$ cat src/rtl/ghost_scheduler_pkg.sv
// ghost_scheduler_pkg
//   Shared types and helpers for the ghost scheduler.
//   mode_t  : global ghost mode encoding (scatter / chase / frightened).
//   cnt_width : bit width needed to hold values 0..max_val.
package ghost_scheduler_pkg;

    typedef enum logic [1:0] {
        MODE_SCATTER = 2'd0,
        MODE_CHASE   = 2'd1,
        MODE_FRIGHT  = 2'd2
    } mode_t;

    localparam int NUM_GHOSTS = 4;

    function automatic int cnt_width(input int max_val);
        return (max_val < 2) ? 1 : $clog2(max_val + 1);
    endfunction

endpackage

$ cat src/rtl/ghost_scheduler_tick_divider.sv
// tick_divider
//   Divides the system clock into movement ticks.
//   Ports:
//     clk    in  system clock
//     reset  in  asynchronous active-high reset
//     enable in  count only while high; the count holds while low
//     tick   out high during the cycle whose closing edge wraps the count
//                (i.e. the next rising edge is a tick edge)
module tick_divider
    import ghost_scheduler_pkg::*;
#(
    parameter int DIV = 2500000
) (
    input  logic clk,
    input  logic reset,
    input  logic enable,
    output logic tick
);

    localparam int W = cnt_width(DIV - 1);
    localparam logic [W-1:0] LAST = W'(DIV - 1);

    logic [W-1:0] div_cnt;

    assign tick = enable && (div_cnt == LAST);

    always_ff @(posedge clk or posedge reset) begin
        if (reset) begin
            div_cnt <= '0;
        end else if (enable) begin
            div_cnt <= tick ? '0 : div_cnt + W'(1);
        end
    end

endmodule

$ cat src/rtl/ghost_scheduler.sv
// ghost_scheduler
//   Central sequencer for the four ghost movement controllers: movement tick
//   generation, per-ghost step strobes, staggered house release and the
//   global scatter / chase / frightened mode machine.
//   Ports:
//     clk           in  system clock
//     reset         in  asynchronous active-high reset
//     enable        in  game running; low freezes all counters and ticks
//     pellet_eaten  in  one-cycle pulse, power pellet consumed
//     ghost_caught  in  one-cycle pulse per ghost, ghost eaten by player
//     mode          out current global mode (mode_t encoding)
//     step_en       out one-cycle strobe per ghost, advance one step
//     released      out ghost has left the house (sticky)
//     frightened    out ghost is vulnerable
//     reverse       out one-cycle pulse, ghost must reverse direction
module ghost_scheduler
    import ghost_scheduler_pkg::*;
#(
    parameter int TICK_DIV      = 2500000,
    parameter int SCATTER_STEPS = 140,
    parameter int CHASE_STEPS   = 400,
    parameter int FRIGHT_STEPS  = 120,
    parameter int RELEASE_GAP   = 60,
    parameter int SCATTER_WAVES = 4
) (
    input  logic       clk,
    input  logic       reset,
    input  logic       enable,
    input  logic       pellet_eaten,
    input  logic [3:0] ghost_caught,
    output logic [1:0] mode,
    output logic [3:0] step_en,
    output logic [3:0] released,
    output logic [3:0] frightened,
    output logic [3:0] reverse
);

    localparam int PHASE_MAX = (SCATTER_STEPS > CHASE_STEPS) ? SCATTER_STEPS : CHASE_STEPS;
    localparam int PHASE_W   = cnt_width(PHASE_MAX);
    localparam int FRIGHT_W  = cnt_width(FRIGHT_STEPS);
    localparam int WAVE_W    = cnt_width(SCATTER_WAVES);
    localparam int ELAP_W    = cnt_width(3 * RELEASE_GAP);

    localparam logic [PHASE_W-1:0]  PH_SCATTER = PHASE_W'(SCATTER_STEPS);
    localparam logic [PHASE_W-1:0]  PH_CHASE   = PHASE_W'(CHASE_STEPS);
    localparam logic [PHASE_W-1:0]  PH_ONE     = PHASE_W'(1);
    localparam logic [FRIGHT_W-1:0] FR_LOAD    = FRIGHT_W'(FRIGHT_STEPS);
    localparam logic [FRIGHT_W-1:0] FR_ONE     = FRIGHT_W'(1);
    localparam logic [WAVE_W-1:0]   WAVE_MAX   = WAVE_W'(SCATTER_WAVES);
    localparam logic [ELAP_W-1:0]   ELAP_MAX   = ELAP_W'(3 * RELEASE_GAP);

    logic tick;

    mode_t               state, state_next;
    mode_t               saved_mode, saved_next;
    logic [PHASE_W-1:0]  phase_cnt, phase_next;
    logic [WAVE_W-1:0]   wave, wave_next;
    logic [FRIGHT_W-1:0] fright_cnt, fright_next;
    logic [ELAP_W-1:0]   elapsed, elapsed_next;
    logic                half, half_next;
    logic [3:0]          released_next, frightened_next, step_next, reverse_next;

    tick_divider #(
        .DIV(TICK_DIV)
    ) u_tick_divider (
        .clk   (clk),
        .reset (reset),
        .enable(enable),
        .tick  (tick)
    );

    assign mode = state;

    always_comb begin
        state_next      = state;
        saved_next      = saved_mode;
        phase_next      = phase_cnt;
        wave_next       = wave;
        fright_next     = fright_cnt;
        elapsed_next    = elapsed;
        half_next       = half;
        released_next   = released;
        frightened_next = frightened;
        step_next       = '0;
        reverse_next    = '0;

        if (enable) begin
            // Step strobe uses the state as it was before this tick edge.
            if (tick) begin
                step_next = released & (~frightened | {4{half}});
            end

            // A pellet takes priority over catches and phase ticks on the same edge.
            if (pellet_eaten) begin
                if (state != MODE_FRIGHT) begin
                    saved_next   = state;
                    reverse_next = released;
                end
                state_next      = MODE_FRIGHT;
                fright_next     = FR_LOAD;
                frightened_next = released;
                half_next       = 1'b0;
            end else if (state == MODE_FRIGHT) begin
                frightened_next = frightened & ~ghost_caught;
                if (tick) begin
                    half_next = ~half;
                    if (fright_cnt == FR_ONE) begin
                        state_next      = saved_mode;
                        frightened_next = '0;
                    end else begin
                        fright_next = fright_cnt - FR_ONE;
                    end
                end
            end else if (tick) begin
                case (state)
                    MODE_SCATTER: begin
                        if (phase_cnt == PH_ONE) begin
                            state_next   = MODE_CHASE;
                            phase_next   = PH_CHASE;
                            wave_next    = wave + WAVE_W'(1);
                            reverse_next = released;
                        end else begin
                            phase_next = phase_cnt - PH_ONE;
                        end
                    end
                    MODE_CHASE: begin
                        // Once all scatter waves are spent, chase is permanent.
                        if (wave < WAVE_MAX) begin
                            if (phase_cnt == PH_ONE) begin
                                state_next   = MODE_SCATTER;
                                phase_next   = PH_SCATTER;
                                reverse_next = released;
                            end else begin
                                phase_next = phase_cnt - PH_ONE;
                            end
                        end
                    end
                    default: ;
                endcase
            end

            // Release schedule runs on game time regardless of mode.
            if (tick) begin
                if (elapsed != ELAP_MAX) begin
                    elapsed_next = elapsed + ELAP_W'(1);
                end
                for (int i = 0; i < 4; i++) begin
                    if (elapsed_next >= ELAP_W'(i * RELEASE_GAP)) begin
                        released_next[i] = 1'b1;
                    end
                end
            end
        end
    end

    always_ff @(posedge clk or posedge reset) begin
        if (reset) begin
            state      <= MODE_SCATTER;
            saved_mode <= MODE_SCATTER;
            phase_cnt  <= PH_SCATTER;
            wave       <= '0;
            fright_cnt <= '0;
            elapsed    <= '0;
            half       <= 1'b0;
            released   <= 4'b0001;
            frightened <= '0;
            step_en    <= '0;
            reverse    <= '0;
        end else begin
            state      <= state_next;
            saved_mode <= saved_next;
            phase_cnt  <= phase_next;
            wave       <= wave_next;
            fright_cnt <= fright_next;
            elapsed    <= elapsed_next;
            half       <= half_next;
            released   <= released_next;
            frightened <= frightened_next;
            step_en    <= step_next;
            reverse    <= reverse_next;
        end
    end

endmodule

$ cat config.mk
export PLATFORM = sky130hd
export DESIGN_NAME = ghost_scheduler
export DESIGN_NICKNAME = d
export VERILOG_FILES = /design/src/rtl/ghost_scheduler_pkg.sv /design/src/rtl/ghost_scheduler_tick_divider.sv /design/src/rtl/ghost_scheduler.sv
export SDC_FILE = /design/constraint.sdc
export NUM_CORES = 1
export LEC_CHECK = 0
export BUFFER_PORTS_ARGS = -buffer_cell sky130_fd_sc_hd__clkbuf_2
export CORE_AREA = 2 2 82 92
export CTS_CLUSTER_DIAMETER = 50
export DETAILED_ROUTE_END_ITERATION = 10
export DIE_AREA = 0 0 84 94
export PLACE_DENSITY = 0.74
export SYNTH_ARGS = -nofsm -noshare
export SYNTH_HDL_FRONTEND = slang
export SYNTH_HIERARCHICAL = 1
export SYNTH_SLANG_ARGS = --single-unit
$ cat constraint.sdc
create_clock -name clk -period 3.2 [get_ports clk]
set_clock_uncertainty 0.15 [all_clocks]
set_input_delay 0.16 -clock clk [delete_from_list [all_inputs] [get_ports clk]]
set_output_delay 0.16 -clock clk [all_outputs]
set_load 0.02 [all_outputs]
* After elaboration in Yosys (flattened, before gate mapping) *
Cells that the tools add are included.
Widths: inputs -> output; s select.

word-level totals
  bits in registers = 69
  logic and storage cells = 99
  output and inout port bits = 18

cells by class
  bitwise logic cells = 8
  mux-type cells = 38
  order comparisons = 4
  eq/ne operators = 13
  reductions and logical operators = 17
  $add $sub $neg = 5

operator list
  cell                   count
  $mux 4                 13
  $mux 7                 4
  $mux 9                 3
  $mux 8                 3
  $add 22x1->22 const B  1
  $eq 22x22->1 const B   1
  $mux 22                1
  $pmux 9 s2             1
  $mux 2                 8
  $reduce_and 3->1       5
  $ne 4x4->1 const B     3
  $reduce_and 6->1       2
  $eq 9x1->1 const B     1
  $sub 9x1->9 const B    1
  $add 8x1->8 const B    1
  $and 4x4->4            2
  $ge 8x6->1 const B     1
  $ge 8x7->1 const B     1
  $ge 8x8->1 const B     1
  $ne 8x8->1 const B     1
  $not 4->4              2
  $pmux 4 s2             1
  $eq 7x1->1 const B     1
  $reduce_and 7->1       1
  other kinds (17)       26

* Longest topological paths before layout *
  depth after elaboration = 8
  mapped depth = 9
  gate-level depth less buffers = 7

* Hierarchy *
The synthesis kept the hierarchy.

modules (own cells, without submodules)
  module           instances  cells each  area each (um^2)  sequential area each (um^2)
  ghost_scheduler  1          270         2,585.0           1,179.9
  tick_divider     1          111         1,129.8           550.5

* Least setup slack after synthesis *
No wires, ideal clock.

  kind = register -> register
  from = register u_tick_divider.div_cnt[9]
  to = register phase_cnt[8]
  stages on the path, launching flop included = 7
  data required time = 2.925 ns
  arrival = 2.485 ns
  slack = 0.441 ns
  clock period less this slack = 2.759 ns
  buffers on the path = 0
  setup time = 0.125 ns
  cell sequence = dfrtp_1 -> or4_1 -> nor3_1 -> nor2b_1 -> nand3_1 -> or3_1 -> mux2_2

between the ends
  longest elaborated chain between the ends = 3

ends and longest elaborated chain
  what                               line                                text
  start: declaration                 ghost_scheduler_tick_divider.sv:23  logic [W-1:0] div_cnt;
  start signal: assignment           ghost_scheduler_tick_divider.sv:31  div_cnt <= tick ? '0 : div_cnt + W'(1);
  $eq 22x22->1                       ghost_scheduler_tick_divider.sv:25  assign tick = enable && (div_cnt == LAST);
  $logic_and 1x1->1                  ghost_scheduler_tick_divider.sv:25
  via tick                           ghost_scheduler.sv:52               logic tick;
  $reduce_and 6->1 (no source line)  --
  end signal: assignment             ghost_scheduler.sv:172              phase_cnt <= phase_next;
  end: declaration                   ghost_scheduler.sv:56               logic [PHASE_W-1:0] phase_cnt, phase_next;

The timed path passes the listed nets, and every way through them passes these cells.
A chain may end at the register's enable or synchronous reset.

* Final worst setup path *
Same ends and word-level chain as after synthesis.

==> impl_metrics.csv <==
group,metric,value,unit
logic_synthesis,synth-warning-count,6,
worst_setup_path,worstPathArrival,2.98,ns
clocking,cts_buffers,9,
grt,grt_pass1_wl,13.8,mm
drt,vias_per_cell,5.95,
logic_synthesis,ys.flop_type,"dfrtp_1",
layout,diodes,0,
logic_synthesis,seq_area_frac_synth,46.6,%
logic_synthesis,synthesis.area,3710,µm²
die,core-area,6930,µm²
worst_setup_path,reg2reg_depth,6,
clocking,clkSinkCount,69,
timing,min_period,2.89,ns
placement,place_inst,479,
worst_setup_path,critPathBufInv,0,
power_and_ir_drop,total_power,2.00,mW
layout,fill_cells,589,
layout,nets,424,
die,die_x,84,µm
worst_setup_path,cp_slowest_cell,"or4_1",
placement,hpwl,5.57,mm
drt,first_pass_iters,4,
drt,drc,0,
grt,overflow,0,
worst_setup_path,worstSetupPathDepth,6,
clocking,cts_max_level,3,
hold_path,min_path_type,"in -> reg",
drt,ant_nets,0,
clocking,clk_latency,0.35,ns
logic_synthesis,synth_seq_cells,69,
logic_synthesis,ys_async_sr_fraction,100,%
worst_setup_path,path_cells,"or4_1 -> nor3_1 -> nor2b_1 -> nand3_1 -> or3_1 -> mux2_2",
grt,grtUsageTotal,22.0,%
logic_synthesis,synth_top_family_by_area,"simple AND/OR/NAND/NOR gates",
placement,place.gp.congestion,0.912,
logic_synthesis,synth-compound-area-share,16.4,%
grt,grt_max_degree,48,
placement,post-place-ws,0.335,ns
die,initial_core_util,53.6,%
timing,hold_violations,0,
logic_synthesis,syn_inst,381,
clocking,cts_buffer_depth,2,
timing,setup_viol,0,
hold_path,hold_path_depth,4,
clocking,cts_tree,"yes",
power_and_ir_drop,powerDensity,478,nW/µm²
worst_setup_path,worst_setup_path_end_kind,"register",
layout,area_growth,12.7,%
worst_setup_path,critPathTopFamily,"simple AND/OR/NAND/NOR gates",
timing,fin_ws,0.306,ns
grt,grt_pass1_vias,2912,
timing,rsz0062_at_grt,"false",
run,maxCapViolCount,0,
logic_synthesis,synth_largest_area_cell,"dfrtp_1",
logic_synthesis,synth-edff-count,0,
die,io-pin-count,26,
power_and_ir_drop,ir_drop,0.000313,V
logic_synthesis,synth_area_leaders,"dfrtp_1, xnor2_1, nand2_1, ha_1, nor2_1",
die,rows,32,
clocking,cts_root_buffer,"clkbuf_8",
status,outcome,"completed",
drt,first_iter_violations,204,
timing,slew_violations,0,
logic_synthesis,synth_adder_area_share,2.69,%
clocking,cts_resized,0,
worst_setup_path,critPathRequiredTime,3.29,ns
worst_setup_path,cp-start-kind,"register",
layout,drive_above_1_share,16.2,%
worst_setup_path,cp_max_fo,9,
logic_synthesis,synth-xor-area-share,6.13,%
layout,finish.utilization,60.4,%
logic_synthesis,synth_top_area_share,44.5,%
timing,fmax,346,MHz
die,dieArea,7900,µm²
timing,relSlewSlack,33.9,%
die,die_h,94,µm
logic_synthesis,synth-simple-area-share,23.1,%
drt,vias,2965,
timing,min_period_over_period,90.4,%
drt,wire_per_inst,16.1,µm
clocking,clk_pin_slew,0.07,ns
grt,antenna_found_initial,0,
layout,fin_cells,498,
timing,fin_tns_setup,0,ns
placement,io_buffers,24,
power_and_ir_drop,power_leakage,1.88,nW
worst_setup_path,critPathMaxStageDelay,0.60,ns
logic_synthesis,synth_mux_area_share,1.21,%
logic_synthesis,synth_nets,397,
logic_synthesis,yosys.cell_types.count,66,
timing,tightest_slew,0.990,ns
drt,drt_wl_total,8.00,mm
logic_synthesis,postSynthAreaPerCell,9.75,µm²
worst_setup_path,path_class,"reg -> reg",
## cell families (layout without fill, tap and decap cells)
kind of cell               Yosys count  count (layout)
xor gates and xnor gates            26              26
buffers and inverters               36              68
muxes                                4               4
and+or+nand+nor                    151             151
adders and majority gates            8               8
other                                1               1
AOI/OAI and AO/OA                   86              86
DFF                                 69              69
## path summary, 6_finish.rpt
kind / start / to / slack (ns)
worst min register to register: wave[0]$_DFFE_PP0P_ / wave[0]$_DFFE_PP0P_ / 0.33
min in group asynchronous: reset / u_tick_divider/div_cnt[16]$_DFFE_PP0P_ / 0.39
worst min-delay path: ghost_caught[0] / frightened[0]$_DFFE_PP0P_ / 0.04
worst max-delay path: u_tick_divider/div_cnt[9]$_DFFE_PP0P_ / phase_cnt[8]$_DFFE_PP0P_ / 0.31
worst max register to register: u_tick_divider/div_cnt[9]$_DFFE_PP0P_ / phase_cnt[8]$_DFFE_PP0P_ / 0.31
max in group asynchronous: reset / fright_cnt[6]$_DFFE_PP0P_ / 1.83
## flip-flops by register name, indices dropped and copies added, names as in the netlist
name	flops
elapsed	8
fright_cnt	7
frightened	4
half	1
mode	2
phase_cnt	9
released	3
reverse	4
saved_mode	2
step_en	4
u_tick_divider/div_cnt	22
wave	3
## repair_timing
item | in CTS | in global routing
hold endpoints to repair | 68 | 0
setup buffers | 0 | 0
endpoints found under the setup margin | 0 | 0
hold buffers | 3 | 0
## stage by stage
stage,hold WS (ns),instance area (µm²)
CTS,0.0276,4190
detailed placement,0.213,3910
floorplan,-0.000774,3710
global route,0.0360,4190
global placement,0.222,3910
finish,0.0396,4190
## worst reg2reg max path, cell delays in order, from the launching register on
cell	delay, ns
dfrtp_1	0.43
or4_1	0.60
nor3_1	0.35
nor2b_1	0.29
nand3_1	0.27
or3_1	0.41
mux2_2	0.27
## layout make-up
| type | instances | area [µm²] | share of cell area (%) |
|---|---|---|---|
| Clock buffer | 10 | 138 | 3.29 |
| Clock inverter | 6 | 110 | 2.63 |
| Inverter | 21 | 78.8 | 1.88 |
| Multi-Input combinational cell | 276 | 1840 | 44.0 |
| Sequential cell | 69 | 1730 | 41.3 |
| Tap cell | 85 | 106 | 2.54 |
| Timing Repair Buffer | 31 | 180 | 4.30 |
## synth_stat cells, types with 2 or more instances
cell	count
a211oi_1	3
a21o_1	5
a21oi_1	13
a22o_1	4
a22oi_1	2
a2bb2oi_1	3
a311oi_1	2
a31o_2	3
a31oi_1	2
and2_1	9
and3_1	4
and4_1	3
buf_2	2
clkbuf_1	12
dfrtp_1	66
dfstp_2	3
ha_1	8
inv_1	21
mux2_2	4
nand2_1	27
nand2b_1	5
nand3_1	12
nand3b_1	3
nand4_1	10
nand4_2	3
nor2_1	25
nor2b_1	3
nor3_1	11
nor3_2	2
nor3b_1	3
nor4_1	7
nor4bb_1	2
o21ai_0	18
o22a_1	4
o22ai_1	2
o311ai_0	2
o31ai_1	6
or2_2	2
or3_1	12
or4_1	3
xnor2_1	16
xor2_1	10
## report_power, final
part	internal, mW	switching, mW	leakage, nW	total (mW)
Clock	0.537	0.337	0.119	0.874
Sequential	0.920	0.0608	0.897	0.981
Combinational	0.0579	0.0866	0.862	0.145
## layout by cell type, fill, tap and decap left out, drive strengths merged, types with 4 or more instances in the layout
| cell | instances |
|---|---|
| a21o | 5 |
| a21oi | 14 |
| a22o | 4 |
| and2 | 10 |
| and3 | 4 |
| and4 | 4 |
| buf | 4 |
| clkbuf | 34 |
| dfrtp | 66 |
| ha | 8 |
| inv | 21 |
| mux2 | 4 |
| nand2 | 27 |
| nand2b | 5 |
| nand3 | 12 |
| nand4 | 13 |
| nor2 | 25 |
| nor3 | 13 |
| nor4 | 7 |
| o21ai | 19 |
| o22a | 4 |
| o31ai | 6 |
| or3 | 12 |
| or4 | 4 |
| xnor2 | 16 |
| xor2 | 10 |
## routing by layer
layer / vias up / wire [µm] / global-route usage, %
met5: - / 0 / 0
met4: 0 / 82 / 7.93
met3: 7 / 351 / 5.18
met2: 54 / 3880 / 34.5
met1: 1462 / 3690 / 29.9
li1: 1442 / - / -
Note: power is estimated with default switching activity, not from simulation.
